==> src/rtl/mmio_bus_master_pkg.sv <==
// Shared definitions for the MMIO initiator: I/O window addresses, FSM
// state encoding and the poll compare, so responder and initiator agree.
package mmio_bus_master_pkg;

  localparam logic [7:0] IO_GPIO_BASE = 8'hF0;
  localparam logic [7:0] IO_GPIO_DIR  = 8'hF7;
  localparam logic [7:0] IO_TIMER     = 8'hF8;
  localparam logic [7:0] IO_UART_TX   = 8'hF9;
  localparam logic [7:0] IO_UART_RX   = 8'hFA;
  localparam logic [7:0] IO_STATUS    = 8'hFF;

  typedef enum logic [2:0] {
    ST_IDLE    = 3'd0,
    ST_ISSUE   = 3'd1,
    ST_CAPTURE = 3'd2,
    ST_GAP     = 3'd3,
    ST_RESP    = 3'd4
  } mmio_state_e;

  // Bits outside the mask are ignored; match bits outside the mask never match.
  function automatic logic poll_hit(input logic [7:0] data,
                                    input logic [7:0] mask,
                                    input logic [7:0] match);
    return (data & mask) == match;
  endfunction

endpackage

==> src/rtl/mmio_bus_master_poll_ctrl.sv <==
// Poll bookkeeping: saturating attempt counter, gap down-counter with
// terminal-count compare, and the masked match compare.
module mmio_bus_master_poll_ctrl
  import mmio_bus_master_pkg::*;
#(
  parameter int POLL_LIMIT = 255,
  parameter int POLL_GAP   = 4,
  parameter int CNT_W      = 8
) (
  input  logic       clk,
  input  logic       rst_n,
  input  logic       clear,
  input  logic       attempt_inc,
  input  logic       gap_load,
  input  logic       gap_step,
  input  logic [7:0] data,
  input  logic [7:0] mask,
  input  logic [7:0] match,
  output logic       hit,
  output logic       at_limit,
  output logic       gap_done
);

  localparam logic [CNT_W-1:0] LIMIT    = CNT_W'(POLL_LIMIT);
  // Loaded with GAP-1 so the GAP state lasts exactly POLL_GAP cycles.
  localparam logic [CNT_W-1:0] GAP_LOAD = (POLL_GAP > 0) ? CNT_W'(POLL_GAP - 1) : '0;

  logic [CNT_W-1:0] attempt_cnt;
  logic [CNT_W-1:0] gap_cnt;

  // Attempt counter: cleared per request, saturates instead of wrapping.
  always_ff @(posedge clk or negedge rst_n) begin
    if (!rst_n) begin
      attempt_cnt <= '0;
    end else if (clear) begin
      attempt_cnt <= '0;
    end else if (attempt_inc && (attempt_cnt != '1)) begin
      attempt_cnt <= attempt_cnt + 1'b1;
    end
  end

  // Gap timer: down-counter, stops at zero.
  always_ff @(posedge clk or negedge rst_n) begin
    if (!rst_n) begin
      gap_cnt <= '0;
    end else if (gap_load) begin
      gap_cnt <= GAP_LOAD;
    end else if (gap_step && (gap_cnt != '0)) begin
      gap_cnt <= gap_cnt - 1'b1;
    end
  end

  assign hit      = poll_hit(data, mask, match);
  assign at_limit = attempt_cnt >= LIMIT;
  assign gap_done = gap_cnt == '0;

endmodule

==> src/rtl/mmio_bus_master.sv <==
// MMIO bus initiator: single read/write requests with optional poll-until-match.
//
// state   | meaning
// IDLE    | ready for a request
// ISSUE   | one strobe cycle, responder claim sampled
// CAPTURE | registered read data arrives, poll compare
// GAP     | idle spacing between poll reads
// RESP    | response held until rsp_ready
module mmio_bus_master
  import mmio_bus_master_pkg::*;
#(
  parameter int POLL_LIMIT = 255,
  parameter int POLL_GAP   = 4,
  parameter int CNT_W      = 8
) (
  input  logic       clk,
  input  logic       rst_n,
  input  logic       req_valid,
  output logic       req_ready,
  input  logic       req_write,
  input  logic [7:0] req_addr,
  input  logic [7:0] req_wdata,
  input  logic       req_poll,
  input  logic [7:0] req_mask,
  input  logic [7:0] req_match,
  output logic       rsp_valid,
  input  logic       rsp_ready,
  output logic [7:0] rsp_rdata,
  output logic       rsp_error,
  output logic       rsp_timeout,
  output logic [7:0] io_address,
  output logic       io_read_enable,
  output logic       io_write_enable,
  output logic [7:0] io_write_data,
  input  logic [7:0] io_read_data,
  input  logic       io_valid,
  output logic       busy
);

  mmio_state_e state_q, state_d;
  logic       lat_write, lat_poll;
  logic [7:0] lat_addr, lat_wdata, lat_mask, lat_match;
  logic       req_ready_q, accept, in_issue;
  logic       hit, at_limit, gap_done;

  assign in_issue        = state_q == ST_ISSUE;
  assign accept          = (state_q == ST_IDLE) && req_valid && req_ready_q;
  assign req_ready       = req_ready_q;
  assign busy            = state_q != ST_IDLE;
  assign rsp_valid       = state_q == ST_RESP;
  // Strobes and bus fields decode straight from state so reset drops them at once.
  assign io_read_enable  = in_issue && !lat_write;
  assign io_write_enable = in_issue && lat_write;
  assign io_address      = in_issue ? lat_addr  : '0;
  assign io_write_data   = in_issue ? lat_wdata : '0;

  mmio_bus_master_poll_ctrl #(
    .POLL_LIMIT (POLL_LIMIT),
    .POLL_GAP   (POLL_GAP),
    .CNT_W      (CNT_W)
  ) u_poll (
    .clk         (clk),
    .rst_n       (rst_n),
    .clear       (accept),
    .attempt_inc (io_read_enable && io_valid),
    .gap_load    (state_q == ST_CAPTURE),
    .gap_step    (state_q == ST_GAP),
    .data        (io_read_data),
    .mask        (lat_mask),
    .match       (lat_match),
    .hit         (hit),
    .at_limit    (at_limit),
    .gap_done    (gap_done)
  );

  // Next-state decode.
  always_comb begin
    state_d = state_q;
    unique case (state_q)
      ST_IDLE:    if (accept) state_d = ST_ISSUE;
      ST_ISSUE:   state_d = (lat_write || !io_valid) ? ST_RESP : ST_CAPTURE;
      ST_CAPTURE: begin
        if (!lat_poll || hit || at_limit) state_d = ST_RESP;
        else if (POLL_GAP == 0)           state_d = ST_ISSUE;
        else                              state_d = ST_GAP;
      end
      ST_GAP:     if (gap_done) state_d = ST_ISSUE;
      ST_RESP:    if (rsp_ready) state_d = ST_IDLE;
      default:    state_d = ST_IDLE;
    endcase
  end

  // State register; req_ready is registered so it reads 0 while in reset.
  always_ff @(posedge clk or negedge rst_n) begin
    if (!rst_n) begin
      state_q     <= ST_IDLE;
      req_ready_q <= 1'b0;
    end else begin
      state_q     <= state_d;
      req_ready_q <= state_d == ST_IDLE;
    end
  end

  // Request latch and response fields.
  always_ff @(posedge clk or negedge rst_n) begin
    if (!rst_n) begin
      lat_write   <= 1'b0;
      lat_poll    <= 1'b0;
      lat_addr    <= '0;
      lat_wdata   <= '0;
      lat_mask    <= '0;
      lat_match   <= '0;
      rsp_rdata   <= '0;
      rsp_error   <= 1'b0;
      rsp_timeout <= 1'b0;
    end else if (accept) begin
      lat_write   <= req_write;
      lat_poll    <= req_poll && !req_write;
      lat_addr    <= req_addr;
      lat_wdata   <= req_wdata;
      lat_mask    <= req_mask;
      lat_match   <= req_match;
      rsp_rdata   <= '0;
      rsp_error   <= 1'b0;
      rsp_timeout <= 1'b0;
    end else if (in_issue && (lat_write || !io_valid)) begin
      rsp_error   <= !io_valid;
    end else if (state_q == ST_CAPTURE) begin
      rsp_rdata   <= io_read_data;
      rsp_timeout <= lat_poll && !hit && at_limit;
    end
  end

endmodule
==> config.mk <==
export PLATFORM = sky130hd
export DESIGN_NAME = mmio_bus_master
export DESIGN_NICKNAME = d
export VERILOG_FILES = /design/src/rtl/mmio_bus_master_pkg.sv /design/src/rtl/mmio_bus_master_poll_ctrl.sv /design/src/rtl/mmio_bus_master.sv
export SDC_FILE = /design/constraint.sdc
export NUM_CORES = 1
export LEC_CHECK = 0
export ABC_AREA = 1
export BUFFER_PORTS_ARGS = -buffer_cell sky130_fd_sc_hd__buf_2
export CAP_MARGIN = 20
export CORE_MARGIN = 2
export CORE_UTILIZATION = 45
export CTS_CLUSTER_DIAMETER = 200
export DETAILED_ROUTE_END_ITERATION = 10
export GPL_TIMING_DRIVEN = 0
export PLACE_DENSITY = 0.69
export SLEW_MARGIN = 15
export SYNTH_ARGS = -nofsm -noshare
export SYNTH_HDL_FRONTEND = slang
export SYNTH_SLANG_ARGS = --single-unit
==> constraint.sdc <==
create_clock -name clk -period 1.7 [get_ports clk]
set_input_delay 0.085 -clock clk [delete_from_list [all_inputs] [get_ports clk]]
set_output_delay 0.085 -clock clk [all_outputs]
set_load 0.005 [all_outputs]
# ---- After elaboration in Yosys (flattened, before gate mapping)
# Index checks and enable logic that the tools add are counted.
# Widths: inputs -> output; s select.
dict set report totals {
  reg_bits 64
  out_inout_bits 31
  word_cells 73
  in_bits 47
}
dict set report classes {
  add_sub_neg 2
  n_lt_le_gt_ge 1
  muxes 20
  bitwise 1
  reduce_logical 29
  n_eq_ne 7
}
# op count
set op_table {}
lappend op_table {{$mux 8} 9}
lappend op_table {{$mux 3} 5}
lappend op_table {{$pmux 3 s5} 1}
lappend op_table {{$logic_and 1x1->1} 11}
lappend op_table {{$add 8x1->8 const B} 1}
lappend op_table {{$and 8x8->8} 1}
lappend op_table {{$eq 8x8->1} 1}
lappend op_table {{$ge 8x8->1 const B} 1}
lappend op_table {{$logic_not 8->1} 1}
lappend op_table {{$ne 8x8->1 const B} 1}
lappend op_table {{$reduce_bool 2->1} 4}
lappend op_table {{$reduce_bool 8->1} 1}
lappend op_table {{$sub 8x1->8 const B} 1}
lappend op_table {{$eq 3x2->1 const B} 2}
lappend op_table {{$logic_not 3->1} 2}
lappend op_table {{$logic_not 1->1} 5}
lappend op_table {{$mux 1} 5}
lappend op_table {{$eq 3x1->1 const B} 1}
lappend op_table {{$eq 3x3->1 const B} 1}
lappend op_table {{$logic_or 1x1->1} 3}
lappend op_table {{$reduce_bool 3->1} 1}
lappend op_table {{$ne 2x2->1 const B} 1}
lappend op_table {{$reduce_and 2->1} 1}

# ---- Longest topological paths before layout
# Gate-level depths: netlist of run 1.
dict set report depth {
  word_depth 8
  depth_mapped 10
  ltp_nobuf 10
}

# ---- Modules after synthesis
# A second synthesis of run 1 with hierarchy kept.
dict set report hier_totals {
  cells_unflattened 406
  area_unflattened_um2 3211.8
}
# mod cells_each seq_area_each_um2 n_inst area_per_inst_um2
set by_module_without_submodules {}
lappend by_module_without_submodules {mmio_bus_master 247 1201.2 1 2064.5}
lappend by_module_without_submodules {mmio_bus_master_poll_ctrl 159 400.4 1 1147.4}

# ---- Worst setup path after synthesis of run 1
# Ideal clock, no wire load.
dict set report synth_path {
  path_type {register to register}
  start {register u_poll.attempt_cnt[0]}
  end {register u_poll.attempt_cnt[6]}
  setup_ns 0.126
  stages_incl_launch_ff 9
  path_buffers 0
  arrival_ns 1.291
  path_slack_ns 0.283
  required_ns 1.574
  period_less_slack_ns 1.417
  cell_sequence {dfrtp_1 -> ha_1 -> nand3_1 -> nor3_2 -> nand3_2 -> nand2_4 -> nand2_2 -> nand4_1 -> o21ai_0}
}
dict set report synth_via {
  elab_chain_cells 3
  elab_cells_between_ends 6
  classes_between {1 x add/sub; 1 x eq/ne; 2 x mux; 2 x reduce/logical}
}
# element line
set synth_rtl {}
lappend synth_rtl {{start, declared} mmio_bus_master_poll_ctrl.sv:28} ;# logic [CNT_W-1:0] attempt_cnt;
lappend synth_rtl {{start signal, assigned} mmio_bus_master_poll_ctrl.sv:38} ;# attempt_cnt <= attempt_cnt + 1'b1;
lappend synth_rtl {{$add 8x1->8 or $ne 8x8->1 (tied branches)} {mmio_bus_master_poll_ctrl.sv:38, mmio_bus_master_poll_ctrl.sv:37}}
lappend synth_rtl {{$mux 8 or $logic_and 1x1->1 (tied branches)} mmio_bus_master_poll_ctrl.sv:37} ;# end else if (attempt_inc && (attempt_cnt != '1)) begin
lappend synth_rtl {{$mux 8 or $reduce_bool 2->1 (tied branches)} n/a}
# Several ways; a longest one is shown, not always the timed one. The select of a mux whose other input is x is not followed.
# A chain may end at the register's enable or synchronous reset.

# ---- Worst setup path in the final report of run 1
dict set report layout_path {
  start {register u_poll.attempt_cnt[0]}
  end {register req_ready_q, in the netlist req_ready}
}
dict set report layout_via {
  elab_chain_cells 5
}
# element line
set layout_rtl {}
lappend layout_rtl {{$ge 8x8->1} mmio_bus_master_poll_ctrl.sv:54} ;# assign at_limit = attempt_cnt >= LIMIT;
lappend layout_rtl {{$logic_or 1x1->1} mmio_bus_master.sv:83} ;# if (!lat_poll || hit || at_limit) state_d = ST_RESP;
lappend layout_rtl {{$mux 3} mmio_bus_master.sv:83}
lappend layout_rtl {{$pmux 3 s5} mmio_bus_master.sv:79} ;# unique case (state_q)
lappend layout_rtl {{$logic_not 3->1} mmio_bus_master.sv:100} ;# req_ready_q <= state_d == ST_IDLE;
lappend layout_rtl {{end signal, assigned} mmio_bus_master.sv:97} ;# req_ready_q <= 1'b0;
lappend layout_rtl {{end signal, assigned} mmio_bus_master.sv:100}
lappend layout_rtl {{end, declared} mmio_bus_master.sv:43} ;# logic req_ready_q, accept, in_issue;
# No other way between the ends.

==> metrics.md, run 1 <==
| Metric | Value |
|---|---|
| Top FF cell, synth | dfrtp_1 |
| Clk root buf | clkbuf_8 |
| Grt ovf | 0 |
| Setup Total Neg Slack | 0 ns |
| RSZ-0062 raised after global routing | true |
| Clock tree buffer depth | 2 |
| Max-Cap Viols | 0 |
| Worst hold path type | primary input to register |
| DRT Pass-1 Iters | 4 |
| Worst Path Required | 1.96 ns |
| Peak Freq | 607 MHz |
| Post-route antenna net violation count | 0 |
| Synth Cell Area | 3040 µm² |
| Peak VDD IR | 0.751 mV |
| Die area | around 7400 µm² |
| CTS tree | done |
| Worst-margin pin slew | 0.443 ns |
| Routed length per instance | 13.4 µm |
| Fin crit period | 1.65 ns |
| Vias | approximately 2900 |
| R2R Setup Slk | 0.05 ns |
| Cell Pwr Density | ~1400 nW/µm² |
| Worst Hold Path Cells | 2 |
| # setup viols final | 0 |
| Design Area, Final | approximately 4200 µm² |
| Most frequent cells in the layout | nand2_1, buf_2, dfrtp_1 |
| Hold WS | 0.0167 ns |
| Syn Nets | 412 |
| CTS clk-pin slew, worst paths | 0.07 ns |
| Most common cell after layout, fill and taps aside | nand2_1 |
| Via density | 4.93 |
| Cell leakage power | around 2.2 nW |
| Mapped Cells | 362 |
| Maximum fanout along the worst path | 4 |
| CP peak stage delay | 0.40 ns |
| Final period utilization | 0.969 |
| Hold worst-path end | rsp_rdata[4]$_DFFE_PN0P_ |
| Final Util | 0.656 |
| Max-slew headroom | 0.704 |
| Yosys warns | 0 |
| ANT cells | 0 |
| Min-delay src | io_read_data[4] |
| Port bufs | 77 |
| Outcome | finished clean |
| Final setup skew | 0.00433 ns |
| Hold Vio Cnt, Final | 0 |
| Placer congestion estimate | 0.848 |
| Vias in the first global route | between 2000 and 3000 |
| Placed Area | about 3600 µm² |
| Overall routing resource usage | 0.223 |
| DRC violations left | 0 |
| First-pass GRT wire length | 12.8 mm |
| Hpwl dp | 5.04 mm |
| Worst reg2reg path depth | 8 |
| Post-synth EDFFs | 0 |
| Filler instances | 551 |
| Nets | 548 |
| CP endpoint kind | register |
| Starting Density | 0.471 |
| Worst r2r dst | req_ready$_DFF_PN0_ |
| Register bit total from synthesis | 64 |
| TritonCTS Buffers | 9 |
| DR iter-0 viols | 204 |
| Area of the core | 6460 µm² |
| Dpl cells | 517 |
| Largest net degree at the start of global routing | between 40 and 50 |
| Synth async-reset ratio | 1.00 |
| Die height | 86.3 µm |
| Slowest-stage cell, CP | dfrtp_1 |
| DRT Wirelength | between 7 and 8 mm |
| Boundary Pins | 78 |
| Fin. max-slew vios | 0 |
| Layout cells sized above 1 | 0.265 |
| # clock sinks | 64 |
| Worst path cell trace | ha_2 > nand3_2 > nor3_2 > nand3_2 > buf_6 > nand4_1 > nand3_1 > nor2_1 |
| Post-route insts no fill | 579 |
| Worst Setup Start Kind | register |
| Syn Area/Cell | 8.41 µm² |
| Area delta synth->final | 39.3% |
| Clock Latency Late Sink | around 0.33 ns |
| Data arrival, critical path | 1.91 ns |
| Kind of critical path | register to register |
| Count of cell types in the netlist | 32 |
| Initial antenna violation count | 0 |
| CP most frequent cell | nand3_2 |
| Reg-to-Reg Start | u_poll.attempt_cnt[0]$_DFFE_PN0P_ |
| Cell Rows | 29 |
| Die width | ~86 µm |
| Sequential fraction of the synthesis area | 0.526 |
| H-tree levels | 3 |
report_power, final:
group	switching, mW	leakage [nW]	total, mW	internal (mW)
Sequential	0.335	0.824	2.46	2.12
Clock	0.567	0.108	1.35	0.784
Combinational	1.39	1.30	2.34	0.948
Total	2.29	2.23	6.15	3.86
state kept, by name, indices dropped and copies added, names as in the netlist:
name                flops
lat_addr                8
lat_mask                8
lat_match               8
lat_poll                1
lat_wdata               8
lat_write               1
req_ready               1
rsp_error               1
rsp_rdata               8
rsp_timeout             1
state_q                 3
u_poll.attempt_cnt      8
u_poll.gap_cnt          8
routing by layer:
| metal | track usage | wire [µm] |
|---|---|---|
| met5 | 0 | 0 |
| met1 | 0.282 | 3400 |
| met4 | 0.115 | 215 |
| met3 | 0.0352 | 316 |
| met2 | 0.370 | 3830 |
synthesized netlist by cell type (2+ instances only):
| master | n | area [µm²] |
|---|---|---|
| nor2_4 | 3 | 33.8 |
| a21oi_1 | 8 | 40.0 |
| nor2_1 | 37 | 139 |
| nor3_1 | 2 | 10.0 |
| buf_4 | 3 | 22.5 |
| o21ai_0 | 27 | 135 |
| a22o_1 | 9 | 78.8 |
| nand3b_1 | 4 | 30.0 |
| nor3_4 | 2 | 32.5 |
| xor2_1 | 3 | 26.3 |
| ha_1 | 3 | 37.5 |
| inv_1 | 40 | 150 |
| o21ai_1 | 6 | 30.0 |
| dfrtp_1 | 64 | 1600 |
| nor2_2 | 2 | 12.5 |
| nand2_1 | 102 | 383 |
| o21a_1 | 2 | 15.0 |
| nand4_1 | 3 | 18.8 |
| nand3_1 | 22 | 110 |
| buf_2 | 6 | 30.0 |
| inv_2 | 3 | 11.3 |
layout make-up:
| class | count | area (µm²) | area share |
|---|---|---|---|
| Buffer | 11 | 77.6 | 0.0183 |
| Timing Repair Buffer | 125 | 870 | 0.205 |
| Clock buffer | 12 | 165 | 0.0390 |
| Inverter | 43 | 161 | 0.0381 |
| Clock inverter | 3 | 40.0 | 0.00945 |
| Tap cell | 77 | 96.3 | 0.0227 |
| Multi-Input combinational cell | 244 | 1230 | 0.289 |
| Sequential cell | 64 | 1600 | 0.378 |
cell families after synthesis:
family | count (synthesis) | share of synthesized area
simple gates | 184 | 0.271
buf+inv | 54 | 0.0752
xor+xnor | 4 | 0.0115
flops | 64 | 0.526
compound gates | 53 | 0.104
fa+ha+maj | 3 | 0.0123
stage by stage:
stage                     setup slack [ns]  power (mW)
final                               0.0530        6.15
after CTS                          0.00741        6.11
after floorplan                      0.283        3.91
after global placement               0.122        4.56
after global routing               -0.0355        6.66
after detailed placement            0.0533        4.64
critical path, delay by kind of cell (launching register included):
family / cells / cell delay [ns]
flops: 1 / 0.40
fa+ha+maj: 1 / 0.20
simple gates: 6 / 0.82
buf+inv: 1 / 0.16
worst max-delay path by stage:
| stage | from | end | slack [ns] | cells after the start |
|---|---|---|---|---|
| 2_1_floorplan | u_poll.attempt_cnt[0]$_DFFE_PN0P_ | u_poll.attempt_cnt[6]$_DFFE_PN0P_ | 0.28 | 8 |
| 3_3_place_gp | u_poll.attempt_cnt[0]$_DFFE_PN0P_ | u_poll.attempt_cnt[6]$_DFFE_PN0P_ | 0.12 | 8 |
| 3_5_place_dp | u_poll.attempt_cnt[0]$_DFFE_PN0P_ | u_poll.attempt_cnt[6]$_DFFE_PN0P_ | 0.05 | 8 |
| 4_1_cts | state_q[2]$_DFF_PN0_ | io_address[6] | 0.007 | 6 |
| 5_1_grt | u_poll.attempt_cnt[0]$_DFFE_PN0P_ | req_ready$_DFF_PN0_ | -0.04 | 8 |
| 6_report | u_poll.attempt_cnt[0]$_DFFE_PN0P_ | req_ready$_DFF_PN0_ | 0.05 | 8 |
repair_timing:
| action | CTS | global route |
|---|---|---|
| gates resized for setup | 4 | 7 |
| hold buffers | 39 | 0 |
| cloned | 0 | 0 |
| buffers inserted | 0 | 8 |
| pin swaps | 0 | 4 |
| setup endpoints to repair | 10 | 23 |
| hold endpoints to repair | 102 | 0 |
Note: power is estimated with default switching activity, not from simulation.
==> run 2: changes to the inputs <==
--- a/config.mk
+++ b/config.mk
@@ -6,7 +6,7 @@
 export NUM_CORES = 1
 export LEC_CHECK = 0
 export ABC_AREA = 1
-export BUFFER_PORTS_ARGS = -buffer_cell sky130_fd_sc_hd__buf_2
+export BUFFER_PORTS_ARGS = -buffer_cell sky130_fd_sc_hd__buf_4
 export CAP_MARGIN = 20
 export CORE_MARGIN = 2
 export CORE_UTILIZATION = 45
==> run 2 against run 1 <==
Against the previous run:
- die area unchanged
- register-to-register slack improved by 0.03 ns
- via count increased by 0.88%
- cell count decreased by 0.35%
- combinational power increased by 6%
- wire length increased by 0.55%
- critical endpoint is now io_write_data[2]
- largest cell class unchanged
- largest power group is now combinational logic
==> metrics.md, run 2 (synthesis gave the netlist of run 1 again) <==
| Metric | Value |
|---|---|
| Outcome | finished clean (unchanged) |
| Port bufs | 77 (unchanged) |
| Hpwl dp | 5.05 mm (was 5.04 mm) |
| CTS clk-pin slew, worst paths | 0.07 ns (about the same) |
| Layout cells sized above 1 | 0.260 (was 0.265) |
| # clock sinks | 64 (unchanged) |
| DRT Pass-1 Iters | 4 (unchanged) |
| Max-Cap Viols | 0 (unchanged) |
| Nets | 545 (was 548) |
| Final Util | 0.688 (was 0.656) |
| CP endpoint kind | output port (was register) |
| Clock Latency Late Sink | 0.34 ns (was 0.33 ns) |
| # setup viols final | 0 (unchanged) |
| Die area | 7440 µm² (unchanged) |
| Worst Setup Start Kind | register (unchanged) |
| TritonCTS Buffers | 9 (unchanged) |
| Worst Path Required | 1.62 ns (was 1.96 ns) |
| Overall routing resource usage | 0.224 (was 0.223) |
| Boundary Pins | 78 (unchanged) |
| Fin crit period | 1.65 ns (about the same) |
| Max-slew headroom | 0.471 (was 0.704) |
| Worst path cell trace | inv_2 > nand3_4 > buf_6 > buf_4 > nor2_1 > buf_4 (was ha_2 > nand3_2 > nor3_2 > nand3_2 > buf_6 > nand4_1 > nand3_1 > nor2_1) |
| CP peak stage delay | 0.39 ns (was 0.40 ns) |
| Initial antenna violation count | 0 (unchanged) |
| Cell Rows | 29 (unchanged) |
| CTS tree | done (unchanged) |
| Design Area, Final | 4450 µm² (was 4240 µm²) |
| Cell leakage power | 2.27 nW (was 2.23 nW) |
| Most frequent cells in the layout | nand2_1, buf_4, dfrtp_1 (was nand2_1, buf_2, dfrtp_1) |
| Worst-margin pin slew | 0.793 ns (was 0.443 ns) |
| Maximum fanout along the worst path | 10 (was 4) |
| H-tree levels | 3 (unchanged) |
| Post-route antenna net violation count | 0 (unchanged) |
| Clock tree buffer depth | 2 (unchanged) |
| Vias in the first global route | 2795 (was 2826) |
| Hold Vio Cnt, Final | 0 (unchanged) |
| Placer congestion estimate | 0.774 (was 0.848) |
| Vias | 2881 (was 2856) |
| Area of the core | 6460 µm² (unchanged) |
| DRC violations left | 0 (unchanged) |
| Largest net degree at the start of global routing | 65 (was 47) |
| Most common cell after layout, fill and taps aside | nand2_1 (unchanged) |
| Cell Pwr Density | 1440 nW/µm² (was 1450 nW/µm²) |
| Final period utilization | 0.973 (was 0.969) |
| Die height | 86.3 µm (unchanged) |
| CP most frequent cell | buf_4 (was nand3_2) |
| DRT Wirelength | 7.80 mm (was 7.76 mm) |
| DR iter-0 viols | 107 (was 204) |
| Grt ovf | 0 (unchanged) |
| Final setup skew | 0.00549 ns (was 0.00433 ns) |
| RSZ-0062 raised after global routing | true (unchanged) |
| Starting Density | 0.471 (unchanged) |
| Worst hold path type | primary input to register (unchanged) |
| Peak VDD IR | 0.755 mV (was 0.751 mV) |
| Fin. max-slew vios | 0 (unchanged) |
| Die width | 86.3 µm (unchanged) |
| Placed Area | 3720 µm² (was 3560 µm²) |
| Clk root buf | clkbuf_8 (unchanged) |
| Via density | 4.99 (was 4.93) |
| Kind of critical path | register to output port (was register to register) |
| ANT cells | 0 (unchanged) |
| First-pass GRT wire length | 12.9 mm (was 12.8 mm) |
| Data arrival, critical path | 1.57 ns (was 1.91 ns) |
| Routed length per instance | 13.5 µm (was 13.4 µm) |
| Area delta synth->final | 46.0% (was 39.3%) |
| Slowest-stage cell, CP | dfrtp_1 (unchanged) |
| Peak Freq | 605 MHz (was 607 MHz) |
-- run 2: worst max-delay path, delay by kind of cell (launching register included) --
family        cells  cell delay (ns)
flops             1             0.39
simple gates      2             0.23
buf+inv           4             0.62
-- run 2: layer usage --
| metal | track usage | part of all wire |
|---|---|---|
| met1 | 0.284 | 0.44 |
| met4 | 0.0938 | 0.023 |
| met5 | 0 | 0 |
| met2 | 0.378 | 0.49 |
| met3 | 0.0429 | 0.047 |
-- run 2: power by group --
group	switching, mW	internal, mW	total (mW)
Clock	0.592	0.858	1.45
Combinational	1.40	1.07	2.47
Sequential	0.341	2.12	2.46
Total	2.33	4.05	6.39
-- run 2: area by class of cell --
cell class,count,area (µm²)
multi-input cells,244,1260
plain buffers,11,77.6
well taps,77,96.3
flip-flops and latches,64,1600
inverters,43,161
clock inverters,6,82.6
clock buffers,10,138
fillers,519,2010
repair buffers,122,1020
-- run 2: path summary, 6_finish.rpt --
check,start,end,slack [ns],cells past startpoint
worst max-delay path,state_q[1]$_DFF_PN0_,io_write_data[2],0.05,6
worst min-delay path,req_write,lat_write$_DFFE_PN0P_,0.03,3
max in group asynchronous,rst_n,state_q[2]$_DFF_PN0_,0.76,2
worst max register to register,u_poll.attempt_cnt[0]$_DFFE_PN0P_,u_poll.attempt_cnt[5]$_DFFE_PN0P_,0.08,8
min in group asynchronous,rst_n,lat_wdata[1]$_DFFE_PN0P_,0.38,2
worst min register to register,rsp_timeout$_DFFE_PN0P_,rsp_timeout$_DFFE_PN0P_,0.49,2
-- run 2: what timing repair did --
item / CTS / global route
hold endpoints to repair: 106 / 0
pin swaps: 0 / 2
setup buffers: 1 / 1
gates resized for setup: 6 / 11
setup endpoints to repair: 10 / 28
hold buffers: 43 / 0
-- run 2: per-stage QoR --
| stage | setup TNS [ns] | setup WS, ns | hold slack (ns) | power, mW | cells |
|---|---|---|---|---|---|
| final | 0 | 0.0459 | 0.0344 | 6.39 | 577 |
| after global routing | -0.0586 | -0.0352 | 0.0226 | 6.90 | 577 |
| after CTS | 0 | 0.0116 | 0.0249 | 6.36 | 576 |
| after detailed placement | 0 | 0.0570 | 0.231 | 4.78 | 516 |
| after global placement | 0 | 0.117 | 0.227 | 4.71 | 516 |
| after floorplan | 0 | 0.283 | -0.211 | 3.91 | 362 |
==> run 3: changes to the inputs <==
==> constraint.sdc (replaced) <==
create_clock -name clk -period 1.75 [get_ports clk]
set_input_delay 0.0875 -clock clk [delete_from_list [all_inputs] [get_ports clk]]
set_output_delay 0.0875 -clock clk [all_outputs]
set_load 0.005 [all_outputs]
==> run 3 against run 2 <==
Against the previous run:
- cell count decreased by 0.52%
- sequential share of layout area increased by 0.44 points
- global-route usage decreased by 0.27 points
- setup slack improved by 0.016 ns
- core utilization decreased by 0.83 points
- sequential power decreased by 2%
- wire length decreased by 1.7%
- sequential cell count unchanged
- register-to-register slack improved by 0.05 ns
- critical path type unchanged
- critical endpoint unchanged
- largest power group is now sequential cells
==> metrics.md, run 3 (synthesis gave the netlist of run 1 again) <==
| Metric | Value |
|---|---|
| Outcome | finished clean (unchanged) |
| # setup viols final | 0 (unchanged) |
| Vias | 2847 (was 2881) |
| Starting Density | 0.471 (unchanged) |
| Die height | 86.3 µm (unchanged) |
| Fin. max-slew vios | 0 (unchanged) |
| Sw Ratio | 0.365 (about the same) |
| Net switching component of the power | 2.25 mW (was 2.33 mW) |
| Setup Total Neg Slack | 0 ns (unchanged) |
| Comb power frac | 0.382 (was 0.387) |
| DRT Pass-1 Iters | 4 (unchanged) |
| Final Util | 0.680 (was 0.688) |
| # clock sinks | 64 (unchanged) |
| Peak VDD IR | 0.746 mV (was 0.755 mV) |
| Post-route antenna net violation count | 0 (unchanged) |
| TritonCTS Buffers | 9 (unchanged) |
| Most frequent cells in the layout | nand2_1, buf_4, dfrtp_1 (unchanged) |
| Pint | 3.91 mW (was 4.05 mW) |
| Nets | 542 (was 545) |
| ANT cells | 0 (unchanged) |
| DR iter-0 viols | 105 (was 107) |
| Clk root buf | clkbuf_8 (unchanged) |
| DRC violations left | 0 (unchanged) |
| Vias in the first global route | 2765 (was 2795) |
| Worst Hold Path Cells | 2 (was 3) |
| Clock Latency Late Sink | 0.34 ns (about the same) |
| Layout cells sized above 1 | 0.249 (was 0.260) |
| Maximum fanout along the worst path | 10 (unchanged) |
| Clock tree buffer depth | 2 (unchanged) |
| Final setup skew | 0.00491 ns (was 0.00549 ns) |
| Worst hold path type | primary input to register (unchanged) |
| Via density | 4.96 (was 4.99) |
| Peak Freq | about 600 MHz |
| Hpwl dp | 5.05 mm (unchanged) |
| Worst reg2reg path depth | 8 (unchanged) |
| Die area | 7440 µm² (unchanged) |
| DRT Wirelength | 7.66 mm (was 7.80 mm) |
| CP endpoint kind | output port (unchanged) |
| Max-Cap Viols | 0 (unchanged) |
| First-pass GRT wire length | 12.8 mm (was 12.9 mm) |
| Final period utilization | 0.965 |
| Storage cell area | 1600 µm² (unchanged) |
| Clock power share | 0.229 (was 0.227) |
| Worst Setup Start Kind | register (unchanged) |
| Boundary Pins | 78 (unchanged) |
| Area of the core | 6460 µm² (unchanged) |
| Largest net degree at the start of global routing | 65 (unchanged) |
| Routed length per instance | 13.4 µm (was 13.5 µm) |
| Kind of critical path | register to output port (unchanged) |
| Most common cell after layout, fill and taps aside | nand2_1 (unchanged) |
| Fin crit period | about 1.7 ns |
| Data arrival, critical path | 1.60 ns (was 1.57 ns) |
| Die width | 86.3 µm (unchanged) |
| Multi-input gate area | 1230 µm² (was 1260 µm²) |
| RSZ-0062 raised after global routing | true (unchanged) |
| Cell Rows | 29 (unchanged) |
| Sequential Power Share | 0.389 (was 0.386) |
| H-tree levels | 3 (unchanged) |
| CTS clk-pin slew, worst paths | 0.07 ns (about the same) |
| Hold Vio Cnt, Final | 0 (unchanged) |
| Max-slew headroom | 0.478 (was 0.471) |
| Worst Path Required | 1.66 ns (was 1.62 ns) |
| Worst-margin pin slew | 0.782 ns (was 0.793 ns) |
| Cell leakage power | 2.25 nW (was 2.27 nW) |
| Overall routing resource usage | 0.221 (was 0.224) |
| Grt ovf | 0 (unchanged) |
| Initial antenna violation count | 0 (unchanged) |
| Filler instances | 528 (was 519) |
| Port bufs | 77 (unchanged) |
| Postcts setup bufs | 0 (was 1) |
| Area delta synth->final | 44.3% (was 46.0%) |
| CTS tree | done (unchanged) |
| Cell Pwr Density | 1400 nW/µm² (was 1440 nW/µm²) |
| Placer congestion estimate | 0.774 (unchanged) |
==> run 3: routing by layer <==
metal,track usage,vias up,share of wire
met5,0,-,0
met4,0.0980,0,0.025
met3,0.0438,18,0.050
met2,0.366,79,0.48
met1,0.284,1349,0.44
li1,-,1401,-
==> run 3: area by class of cell <==
type | count | area share
sequential | 64 | 0.365
clock buffer | 10 | 0.0313
buffer | 11 | 0.0177
timing repair buffer | 119 | 0.227
tap | 77 | 0.0219
inverter | 43 | 0.0368
clock inverter | 6 | 0.0188
multi-input combinational | 244 | 0.281
==> run 3: through the flow <==
step,cell area (µm²),hold slack (ns),instances,setup slack (ns),power (mW)
after CTS,4370,0.00153,574,0.0152,6.16
after floorplan,3040,-0.208,362,0.333,3.80
after global placement,3720,0.229,516,0.167,4.58
after detailed placement,3720,0.234,516,0.107,4.65
final,4390,0.0306,574,0.0620,6.16
after global routing,4390,0.0246,574,-0.0109,6.64
==> run 3: path summary, 6_finish.rpt <==
check	slack, ns	from	end
setup / recovery	0.06	state_q[2]$_DFF_PN0_	io_write_data[2]
min in group asynchronous	0.37	rst_n	lat_wdata[1]$_DFFE_PN0P_
hold reg to reg	0.49	rsp_timeout$_DFFE_PN0P_	rsp_timeout$_DFFE_PN0P_
max in group asynchronous	0.82	rst_n	state_q[2]$_DFF_PN0_
setup reg to reg	0.13	u_poll.attempt_cnt[0]$_DFFE_PN0P_	u_poll.attempt_cnt[5]$_DFFE_PN0P_
hold / removal	0.03	io_read_data[3]	rsp_rdata[3]$_DFFE_PN0P_
==> run 3: power groups by stage <==
stage / Combinational (mW) / Sequential, mW / Clock [mW]
after floorplan: 1.45 / 2.35 / 0
after global placement: 2.19 / 2.39 / 0
after detailed placement: 2.24 / 2.41 / 0
after CTS: 2.34 / 2.39 / 1.43
after global routing: 2.68 / 2.47 / 1.49
final: 2.35 / 2.40 / 1.41
==> run 3: timing repair <==
action	CTS	global route
gates resized for setup	5	6
gates cloned	0	0
hold endpoints to repair	105	0
setup endpoints to repair	10	23
pin swaps	0	1
hold buffers	42	0
==> run 3: critical path, stage by stage, from the launching register on <==
cell and delay (ns):
dfrtp_2 0.45, inv_1 0.10, nand3_2 0.10, buf_6 0.16
buf_4 0.18, nor2_1 0.13, buf_4 0.14
